**src/rtl/multicycle_ctrl_if.sv**
```systemverilog
// Control bundle between the multi-cycle RV32I controller and its datapath.
// The controller (master) reads instruction fields and the status flags and
// drives every datapath select and enable.
interface multicycle_ctrl_if;
   logic [6:0] op;
   logic [2:0] funct3;
   logic       funct7b5;
   logic       zero;
   logic       mem_ready;

   logic       PCWrite;
   logic       AdrSrc;
   logic       MemWrite;
   logic       IRWrite;
   logic       RegWrite;
   logic [1:0] ResultSrc;
   logic [1:0] ALUSrcA;
   logic [1:0] ALUSrcB;
   logic [1:0] ImmSrc;
   logic [2:0] ALUcontrol;

   modport master (
      input  op, funct3, funct7b5, zero, mem_ready,
      output PCWrite, AdrSrc, MemWrite, IRWrite, RegWrite,
      output ResultSrc, ALUSrcA, ALUSrcB, ImmSrc, ALUcontrol
   );

   modport slave (
      output op, funct3, funct7b5, zero, mem_ready,
      input  PCWrite, AdrSrc, MemWrite, IRWrite, RegWrite,
      input  ResultSrc, ALUSrcA, ALUSrcB, ImmSrc, ALUcontrol
   );
endinterface

```
**src/rtl/multicycle_ctrl.sv**
```systemverilog
// Moore control FSM for the multi-cycle RV32I datapath (lw, sw, R/I ALU,
// beq/bne, jal). Outputs decode combinationally from the state register;
// memory states hold until the memory signals completion.
module multicycle_ctrl (
   input  logic                clk,
   input  logic                rst_n,
   multicycle_ctrl_if.master   bus
);

   typedef enum logic [3:0] {
      S_FETCH    = 4'd0,
      S_DECODE   = 4'd1,
      S_MEMADR   = 4'd2,
      S_MEMREAD  = 4'd3,
      S_MEMWB    = 4'd4,
      S_MEMWRITE = 4'd5,
      S_EXECR    = 4'd6,
      S_EXECI    = 4'd7,
      S_JAL      = 4'd8,
      S_ALUWB    = 4'd9,
      S_BRANCH   = 4'd10
   } state_t;

   localparam logic [6:0] OP_LOAD   = 7'b0000011;
   localparam logic [6:0] OP_STORE  = 7'b0100011;
   localparam logic [6:0] OP_RTYPE  = 7'b0110011;
   localparam logic [6:0] OP_ITYPE  = 7'b0010011;
   localparam logic [6:0] OP_BRANCH = 7'b1100011;
   localparam logic [6:0] OP_JAL    = 7'b1101111;

   state_t     state_reg;
   logic [1:0] alu_op;
   logic       pc_update;
   logic       branch;

   // State sequencing; reset aborts any instruction in flight back to FETCH.
   always_ff @(posedge clk or negedge rst_n) begin
      if (!rst_n) begin
         state_reg <= S_FETCH;
      end else begin
         case (state_reg)
            S_FETCH:    if (bus.mem_ready) state_reg <= S_DECODE;
            S_DECODE: begin
               case (bus.op)
                  OP_LOAD, OP_STORE: state_reg <= S_MEMADR;
                  OP_RTYPE:          state_reg <= S_EXECR;
                  OP_ITYPE:          state_reg <= S_EXECI;
                  OP_BRANCH:         state_reg <= S_BRANCH;
                  OP_JAL:            state_reg <= S_JAL;
                  default:           state_reg <= S_FETCH;
               endcase
            end
            S_MEMADR:   state_reg <= bus.op[5] ? S_MEMWRITE : S_MEMREAD;
            S_MEMREAD:  if (bus.mem_ready) state_reg <= S_MEMWB;
            S_MEMWB:    state_reg <= S_FETCH;
            S_MEMWRITE: if (bus.mem_ready) state_reg <= S_FETCH;
            S_EXECR:    state_reg <= S_ALUWB;
            S_EXECI:    state_reg <= S_ALUWB;
            S_JAL:      state_reg <= S_ALUWB;
            S_ALUWB:    state_reg <= S_FETCH;
            S_BRANCH:   state_reg <= S_FETCH;
            default:    state_reg <= S_FETCH;
         endcase
      end
   end

   // Per-state datapath selects and enables; anything not set stays 0.
   always_comb begin
      bus.AdrSrc    = 1'b0;
      bus.MemWrite  = 1'b0;
      bus.IRWrite   = 1'b0;
      bus.RegWrite  = 1'b0;
      bus.ResultSrc = 2'b00;
      bus.ALUSrcA   = 2'b00;
      bus.ALUSrcB   = 2'b00;
      alu_op        = 2'b00;
      pc_update     = 1'b0;
      branch        = 1'b0;
      case (state_reg)
         S_FETCH: begin
            bus.ALUSrcB   = 2'b10;
            bus.ResultSrc = 2'b10;
            bus.IRWrite   = bus.mem_ready;
            pc_update     = bus.mem_ready;
         end
         S_DECODE: begin
            bus.ALUSrcA = 2'b01;
            bus.ALUSrcB = 2'b01;
         end
         S_MEMADR: begin
            bus.ALUSrcA = 2'b10;
            bus.ALUSrcB = 2'b01;
         end
         S_MEMREAD: begin
            bus.AdrSrc = 1'b1;
         end
         S_MEMWB: begin
            bus.ResultSrc = 2'b01;
            bus.RegWrite  = 1'b1;
         end
         S_MEMWRITE: begin
            bus.AdrSrc   = 1'b1;
            bus.MemWrite = 1'b1;
         end
         S_EXECR: begin
            bus.ALUSrcA = 2'b10;
            alu_op      = 2'b10;
         end
         S_EXECI: begin
            bus.ALUSrcA = 2'b10;
            bus.ALUSrcB = 2'b01;
            alu_op      = 2'b10;
         end
         S_JAL: begin
            bus.ALUSrcA = 2'b01;
            bus.ALUSrcB = 2'b10;
            pc_update   = 1'b1;
         end
         S_ALUWB: begin
            bus.RegWrite = 1'b1;
         end
         S_BRANCH: begin
            bus.ALUSrcA = 2'b10;
            alu_op      = 2'b01;
            branch      = 1'b1;
         end
         default: ;
      endcase
   end

   // funct3[0] distinguishes bne from beq, so it inverts the zero test.
   always_comb begin
      bus.PCWrite = pc_update | (branch & (bus.zero ^ bus.funct3[0]));
   end

   // ALU operation; only R-type with funct7b5 set selects subtract.
   always_comb begin
      bus.ALUcontrol = 3'b000;
      case (alu_op)
         2'b01: bus.ALUcontrol = 3'b001;
         2'b10: begin
            case (bus.funct3)
               3'b000:  bus.ALUcontrol = (bus.op[5] & bus.funct7b5) ? 3'b001 : 3'b000;
               3'b010:  bus.ALUcontrol = 3'b101;
               3'b110:  bus.ALUcontrol = 3'b011;
               3'b111:  bus.ALUcontrol = 3'b010;
               default: bus.ALUcontrol = 3'b000;
            endcase
         end
         default: bus.ALUcontrol = 3'b000;
      endcase
   end

   // Immediate format follows the opcode alone.
   always_comb begin
      case (bus.op)
         OP_STORE:  bus.ImmSrc = 2'b01;
         OP_BRANCH: bus.ImmSrc = 2'b10;
         OP_JAL:    bus.ImmSrc = 2'b11;
         default:   bus.ImmSrc = 2'b00;
      endcase
   end

endmodule

```
**src/flat_wrapper.sv**
```systemverilog
// flat-port wrapper written by rule: the top's interface ports become plain ports
module multicycle_ctrl_flat 
  (clk, rst_n, bus_op, bus_funct3, bus_funct7b5, bus_zero, bus_mem_ready, bus_PCWrite, bus_AdrSrc, bus_MemWrite, bus_IRWrite, bus_RegWrite, bus_ResultSrc, bus_ALUSrcA, bus_ALUSrcB, bus_ImmSrc, bus_ALUcontrol);
  multicycle_ctrl_if bus_i ();
  input  logic clk;
  input  logic rst_n;
  input wire logic [$bits(bus_i.op)-1:0] bus_op;
  input wire logic [$bits(bus_i.funct3)-1:0] bus_funct3;
  input wire logic [$bits(bus_i.funct7b5)-1:0] bus_funct7b5;
  input wire logic [$bits(bus_i.zero)-1:0] bus_zero;
  input wire logic [$bits(bus_i.mem_ready)-1:0] bus_mem_ready;
  output wire logic [$bits(bus_i.PCWrite)-1:0] bus_PCWrite;
  output wire logic [$bits(bus_i.AdrSrc)-1:0] bus_AdrSrc;
  output wire logic [$bits(bus_i.MemWrite)-1:0] bus_MemWrite;
  output wire logic [$bits(bus_i.IRWrite)-1:0] bus_IRWrite;
  output wire logic [$bits(bus_i.RegWrite)-1:0] bus_RegWrite;
  output wire logic [$bits(bus_i.ResultSrc)-1:0] bus_ResultSrc;
  output wire logic [$bits(bus_i.ALUSrcA)-1:0] bus_ALUSrcA;
  output wire logic [$bits(bus_i.ALUSrcB)-1:0] bus_ALUSrcB;
  output wire logic [$bits(bus_i.ImmSrc)-1:0] bus_ImmSrc;
  output wire logic [$bits(bus_i.ALUcontrol)-1:0] bus_ALUcontrol;
  assign bus_i.op = bus_op;
  assign bus_i.funct3 = bus_funct3;
  assign bus_i.funct7b5 = bus_funct7b5;
  assign bus_i.zero = bus_zero;
  assign bus_i.mem_ready = bus_mem_ready;
  assign bus_PCWrite = bus_i.PCWrite;
  assign bus_AdrSrc = bus_i.AdrSrc;
  assign bus_MemWrite = bus_i.MemWrite;
  assign bus_IRWrite = bus_i.IRWrite;
  assign bus_RegWrite = bus_i.RegWrite;
  assign bus_ResultSrc = bus_i.ResultSrc;
  assign bus_ALUSrcA = bus_i.ALUSrcA;
  assign bus_ALUSrcB = bus_i.ALUSrcB;
  assign bus_ImmSrc = bus_i.ImmSrc;
  assign bus_ALUcontrol = bus_i.ALUcontrol;
  multicycle_ctrl u_core (.clk(clk), .rst_n(rst_n), .bus(bus_i));
endmodule
```
**config.mk**
```make
export PLATFORM = sky130hd
export DESIGN_NAME = multicycle_ctrl_flat
export DESIGN_NICKNAME = d
export VERILOG_FILES = /design/src/rtl/multicycle_ctrl_if.sv /design/src/rtl/multicycle_ctrl.sv /design/src/flat_wrapper.sv
export SDC_FILE = /design/constraint.sdc
export NUM_CORES = 1
export LEC_CHECK = 0
export ABC_AREA = 1
export CAP_MARGIN = 20
export CORE_UTILIZATION = 37
export DETAILED_ROUTE_END_ITERATION = 7
export PLACE_DENSITY = 0.78
export SYNTH_ARGS = -nofsm -noshare
export SYNTH_HDL_FRONTEND = slang
export SYNTH_SLANG_ARGS = --single-unit
```
**constraint.sdc**
```tcl
create_clock -name clk -period 3.4 [get_ports clk]
set_input_delay 0.51 -clock clk [delete_from_list [all_inputs] [get_ports clk]]
set_output_delay 0.51 -clock clk [all_outputs]
set_load 0.005 [all_outputs]
```
Word level (Yosys, flattened, before mapping)

Cells that the tools add are included.

Flip-flop bits (word level): 4
Output and inout port bits: 16
Word-level logic and storage cells: 61

Equal/unequal tests: 24
Mux-type cells: 20
Bitwise operators: 4
Reduce and logical (&&, ||, !) cells: 12

Operators by type and width:

| kind                                                | number |
|---|---|
| one-hot mux 4 bit (6 select lines)                  | 1 |
| one-hot mux 4 bit (5 select lines)                  | 1 |
| equality test 4 x 3 -> 1 bit, second input constant | 4 |
| one-hot mux 2 bit (2 select lines)                  | 4 |
| equality test 7 x 6 -> 1 bit, second input constant | 2 |
| equality test 7 bit, second input constant          | 2 |
| equality test 4 bit, second input constant          | 3 |
| 2-to-1 mux 4 bit                                    | 3 |
| one-hot mux 3 bit (4 select lines)                  | 1 |
| OR reduction 2 bit                                  | 6 |
| equality test 4 x 2 -> 1 bit, second input constant | 2 |
| equality test 7 x 2 -> 1 bit, second input constant | 1 |
| equality test 7 x 5 -> 1 bit, second input constant | 1 |
| equality test 3 bit, second input constant          | 2 |
| 2-to-1 mux 1 bit                                    | 6 |
| inequality test 2 bit, second input constant        | 3 |
| one-hot mux 2 bit (3 select lines)                  | 1 |
| one-hot mux 3 bit (2 select lines)                  | 1 |
| OR reduction 3 bit                                  | 2 |
| equality test 4 x 1 -> 1 bit, second input constant | 1 |
| zero test 4 bit                                     | 1 |
| OR reduction 4 bit                                  | 1 |
| equality test 3 x 2 -> 1 bit, second input constant | 1 |
| zero test 3 bit                                     | 1 |
| 8 further kinds                                     | 9 |

Logic depth before layout (Yosys ltp)

Word-level depth: 5
Mapped depth: 8
Depth with buffers taken out: 8

Worst setup path after synthesis

No wires, ideal clock.

Kind: register to output
Start point: register u_core.state_reg[3]
End point: output bus_ALUcontrol[1]
Arrival time: 1.287 ns
Data required time: 2.890 ns
Setup slack: 1.603 ns
Stages on the path, launching flop included: 8
Cells stage by stage: dfrtp_1 inv_2 nor2_2 inv_1 nor2_2 inv_2 ha_1 nor3_1

Longest elaborated chain between the ends: 5

RTL lines:

| element                                                             | line                   | source |
|---|---|---|
| start: declaration                                                  | multicycle_ctrl.sv:31  | `state_t state_reg;` |
| start signal: assignment                                            | multicycle_ctrl.sv:53  | `S_MEMADR: state_reg <= bus.op[5] ? S_MEMWRITE : S_MEMREAD;` |
| equality test 4 x 3 -> 1 bit                                        | multicycle_ctrl.sv:79  | `case (state_reg)` |
| OR reduction 2 bit (no source line)                                 | -                      |  |
| one-hot mux 2 bit (2 select lines) (*)                              | multicycle_ctrl.sv:79  |  |
| equality test 2 bit or equality test 2 x 1 -> 1 bit (tied branches) | multicycle_ctrl.sv:139 | `case (alu_op)` |
| one-hot mux 3 bit (2 select lines) (*)                              | multicycle_ctrl.sv:139 |  |
| end: declaration                                                    | flat_wrapper.sv:21     | `output wire logic [$bits(bus_i.ALUcontrol)-1:0] bus_ALUcontrol;` |

Every way passes the cells marked *; elsewhere a longest branch is shown, timed or not.

Worst setup path after layout

Start point: register u_core.state_reg[2]
End point: output bus_ALUcontrol[1]

The elaborated chain is that of the path after synthesis.

==> flow_metrics.tcl <==
set metrics [dict create \
    setup_tns_ns 0 \
    final_util 0.662 \
    min_period_over_period 0.767 \
    row_count 13 \
    yosysSeqAreaShare 0.185 \
    synth_fp_nets 113 \
    wl_met2_um 613 \
    r2r_cells 6 \
    largest_register_ffs 4 \
    path_class "reg -> out" \
    rsz0062_at_grt "false" \
    cts_num_sinks 4 \
    syn_to_final_growth_pct 63.0 \
    pwr_density_cell_mw_per_mm2 435 \
    num_vias 685 \
    cp_data_required_time_ns 2.89 \
    synth_area_leaders "nand2_1 (19%), dfrtp_1 (18%), inv_1 (11%), nor2_1 (7.6%), nand3_1 (6.5%)" \
    p_leak_nw 0.457 \
    dr.pass1.iters 5 \
    worstPathMaxFanout 5 \
    post_cts_resized 0 \
    cts_root_buf "clkbuf_4" \
    clkTransAtPathRegs_ns 0.04 \
    cts-buffers-inserted 3 \
    cp-start-kind "flop" \
    grt.total_usage 0.184 \
    end_kind "output port" \
    die_area_mm2 0.00162 \
    synth_area_per_cell_um2 5.64 \
    top_layer "met3" \
    period_minus_slack_ns 2.61 \
    port_buffers 30 \
    cp.arrival_ns 2.10 \
    insertion_delay_ns 0.24 \
    grt_pass1_wl_um 2060 \
    yosysTopAreaCellShare 0.187 \
    setup_viol 0 \
    ys_types 19 \
    num_io_pins 31 \
    dr_wl_met3_um 74 \
    reg2reg_slack_ns 2.11 \
    nFillCells 133 \
    die_h_um 40.3 \
    initial_core_util 0.406 \
    cts_tree "yes" \
    drv_cap 0 \
    grt_pass1_vias 540 \
    netSwitchingPower_uw 157 \
    dpl.hpwl_um 1140 \
    cts_max_path_buffers 2 \
    p_clk_frac 0.152 \
    core_mm2 0.00133 \
    dpl_worst_slack_ns 0.896 \
    gr-total-overflow 0 \
    drt_iter0_markers 15 \
    clock-skew-final_ns 0.00760 \
    syn_area_um2 542 \
    peakVddDrop_v 0.000253 \
    antenna_found_initial 0 \
    setup_ws_ns 0.792 \
    globalplace.congestion 0.784 \
    drc 0 \
    seq_power_share 0.192 \
    yosys.area.top_type "nand2_1" \
    hold_buffers 0 \
    syn_inst 96 \
    fmax_mhz 383 \
    m1WireLength_um 628 \
    worst_slew_pin_slew_ns 0.316 \
    power_uw 385 \
    cts_setup_buffers 0 \
    maxSlewViolCount 0 \
    ys_seq_elements 4 \
    htreeDepth 1 \
    nets 148 \
    drive_above_1_share 0.147 \
    max_slew_margin 0.790 \
    wire_per_inst_um 9.14 \
    die_w_um 40.3 \
    drt_wl_total_um 1320 \
    outcome "completed" \
    hold_path.class "in -> async" \
    n_antenna_cell 0 \
    internal_power_uw 228 \
    swShare 0.407 \
    drtAntennaViolNets 0 \
    grt_max_degree 8 \
    ys_warn_count 0 \
    routed_via_density 4.76 \
    finalHoldViolCount 0 \
    comb_power_share 0.655 \
]
## per-stage QoR
step                cells  hold slack [ns]  instance area, µm²
global placement      141            0.620                 861
floorplan              96            0.214                 542
global route          144            0.489                 883
detailed placement    141            0.616                 861
finish                144            0.480                 883
CTS                   144            0.483                 883
## kinds of logic (layout without fill, tap and decap cells)
kind of cell	count (synthesis)	after routing	share of synthesized area
buffers and inverters	21	54	0.146
and+or+nand+nor	59	59	0.513
adders and majority gates	2	2	0.0462
DFF	4	4	0.185
AOI/OAI and AO/OA	9	9	0.0947
xor gates and xnor gates	1	1	0.0162
## cell usage in the layout (no fill, tap or decap)
cell,synthesis,layout
a21oi_1,3,3
clkbuf_4,0,3
clkdlybuf4s50_1,0,30
dfrtp_1,4,4
ha_1,2,2
inv_1,16,16
inv_2,5,5
nand2_1,27,27
nand2_2,4,4
nand3_1,7,7
nand3_2,1,1
nand4_1,2,2
nor2_1,11,11
nor2_2,4,4
nor2_4,2,2
nor3_1,1,1
o211ai_1,1,1
o21ai_0,3,3
o21ai_1,1,1
o221ai_1,1,1
xnor2_1,1,1
## area by class of cell
| type | count | area (µm²) | share of cell area |
|---|---|---|---|
| Sequential cell | 4 | 100 | 0.113 |
| Multi-Input combinational cell | 71 | 363 | 0.411 |
| Tap cell | 15 | 18.8 | 0.0212 |
| Inverter | 21 | 78.8 | 0.0892 |
| Clock buffer | 3 | 22.5 | 0.0255 |
| Timing Repair Buffer | 30 | 300 | 0.340 |
## routing by layer
metal  GRT usage  vias to the layer above
met4      0.0250                        0
met1       0.241                      291
met5           0                        -
met3      0.0333                        0
li1            -                      365
met2       0.319                       29
## critical path, cell delays in order, from the launching register on
cell and delay (ns):
dfrtp_1 0.43, nor2_2 0.19, inv_1 0.07, nor2_2 0.11, inv_2 0.05, ha_1 0.30, nor3_1 0.18, clkdlybuf4s50_1 0.53
## Yosys cell counts
library cell / instances
a21oi_1: 3
dfrtp_1: 4
ha_1: 2
inv_1: 16
inv_2: 5
nand2_1: 27
nand2_2: 4
nand3_1: 7
nand3_2: 1
nand4_1: 2
nor2_1: 11
nor2_2: 4
nor2_4: 2
nor3_1: 1
o211ai_1: 1
o21ai_0: 3
o21ai_1: 1
o221ai_1: 1
xnor2_1: 1
## worst paths after layout
path / from / endpoint
worst max-delay path: u_core.state_reg[2]$_DFFE_PN0P_ / bus_ALUcontrol[1]
worst max register to register: u_core.state_reg[2]$_DFFE_PN0P_ / u_core.state_reg[2]$_DFFE_PN0P_
min in group clk: u_core.state_reg[0]$_DFFE_PN0P_ / u_core.state_reg[0]$_DFFE_PN0P_
max in group asynchronous: rst_n / u_core.state_reg[0]$_DFFE_PN0P_
worst min-delay path: rst_n / u_core.state_reg[2]$_DFFE_PN0P_
worst min register to register: u_core.state_reg[0]$_DFFE_PN0P_ / u_core.state_reg[0]$_DFFE_PN0P_
## power groups by stage
stage | logic, mW | registers, mW | clock network, mW
finish | 0.252 | 0.0740 | 0.0586
global route | 0.282 | 0.0762 | 0.0651
CTS | 0.253 | 0.0736 | 0.0610
detailed placement | 0.253 | 0.0742 | 0
global placement | 0.250 | 0.0745 | 0
floorplan | 0.134 | 0.0712 | 0
Note: power is estimated with default switching activity, not from simulation.
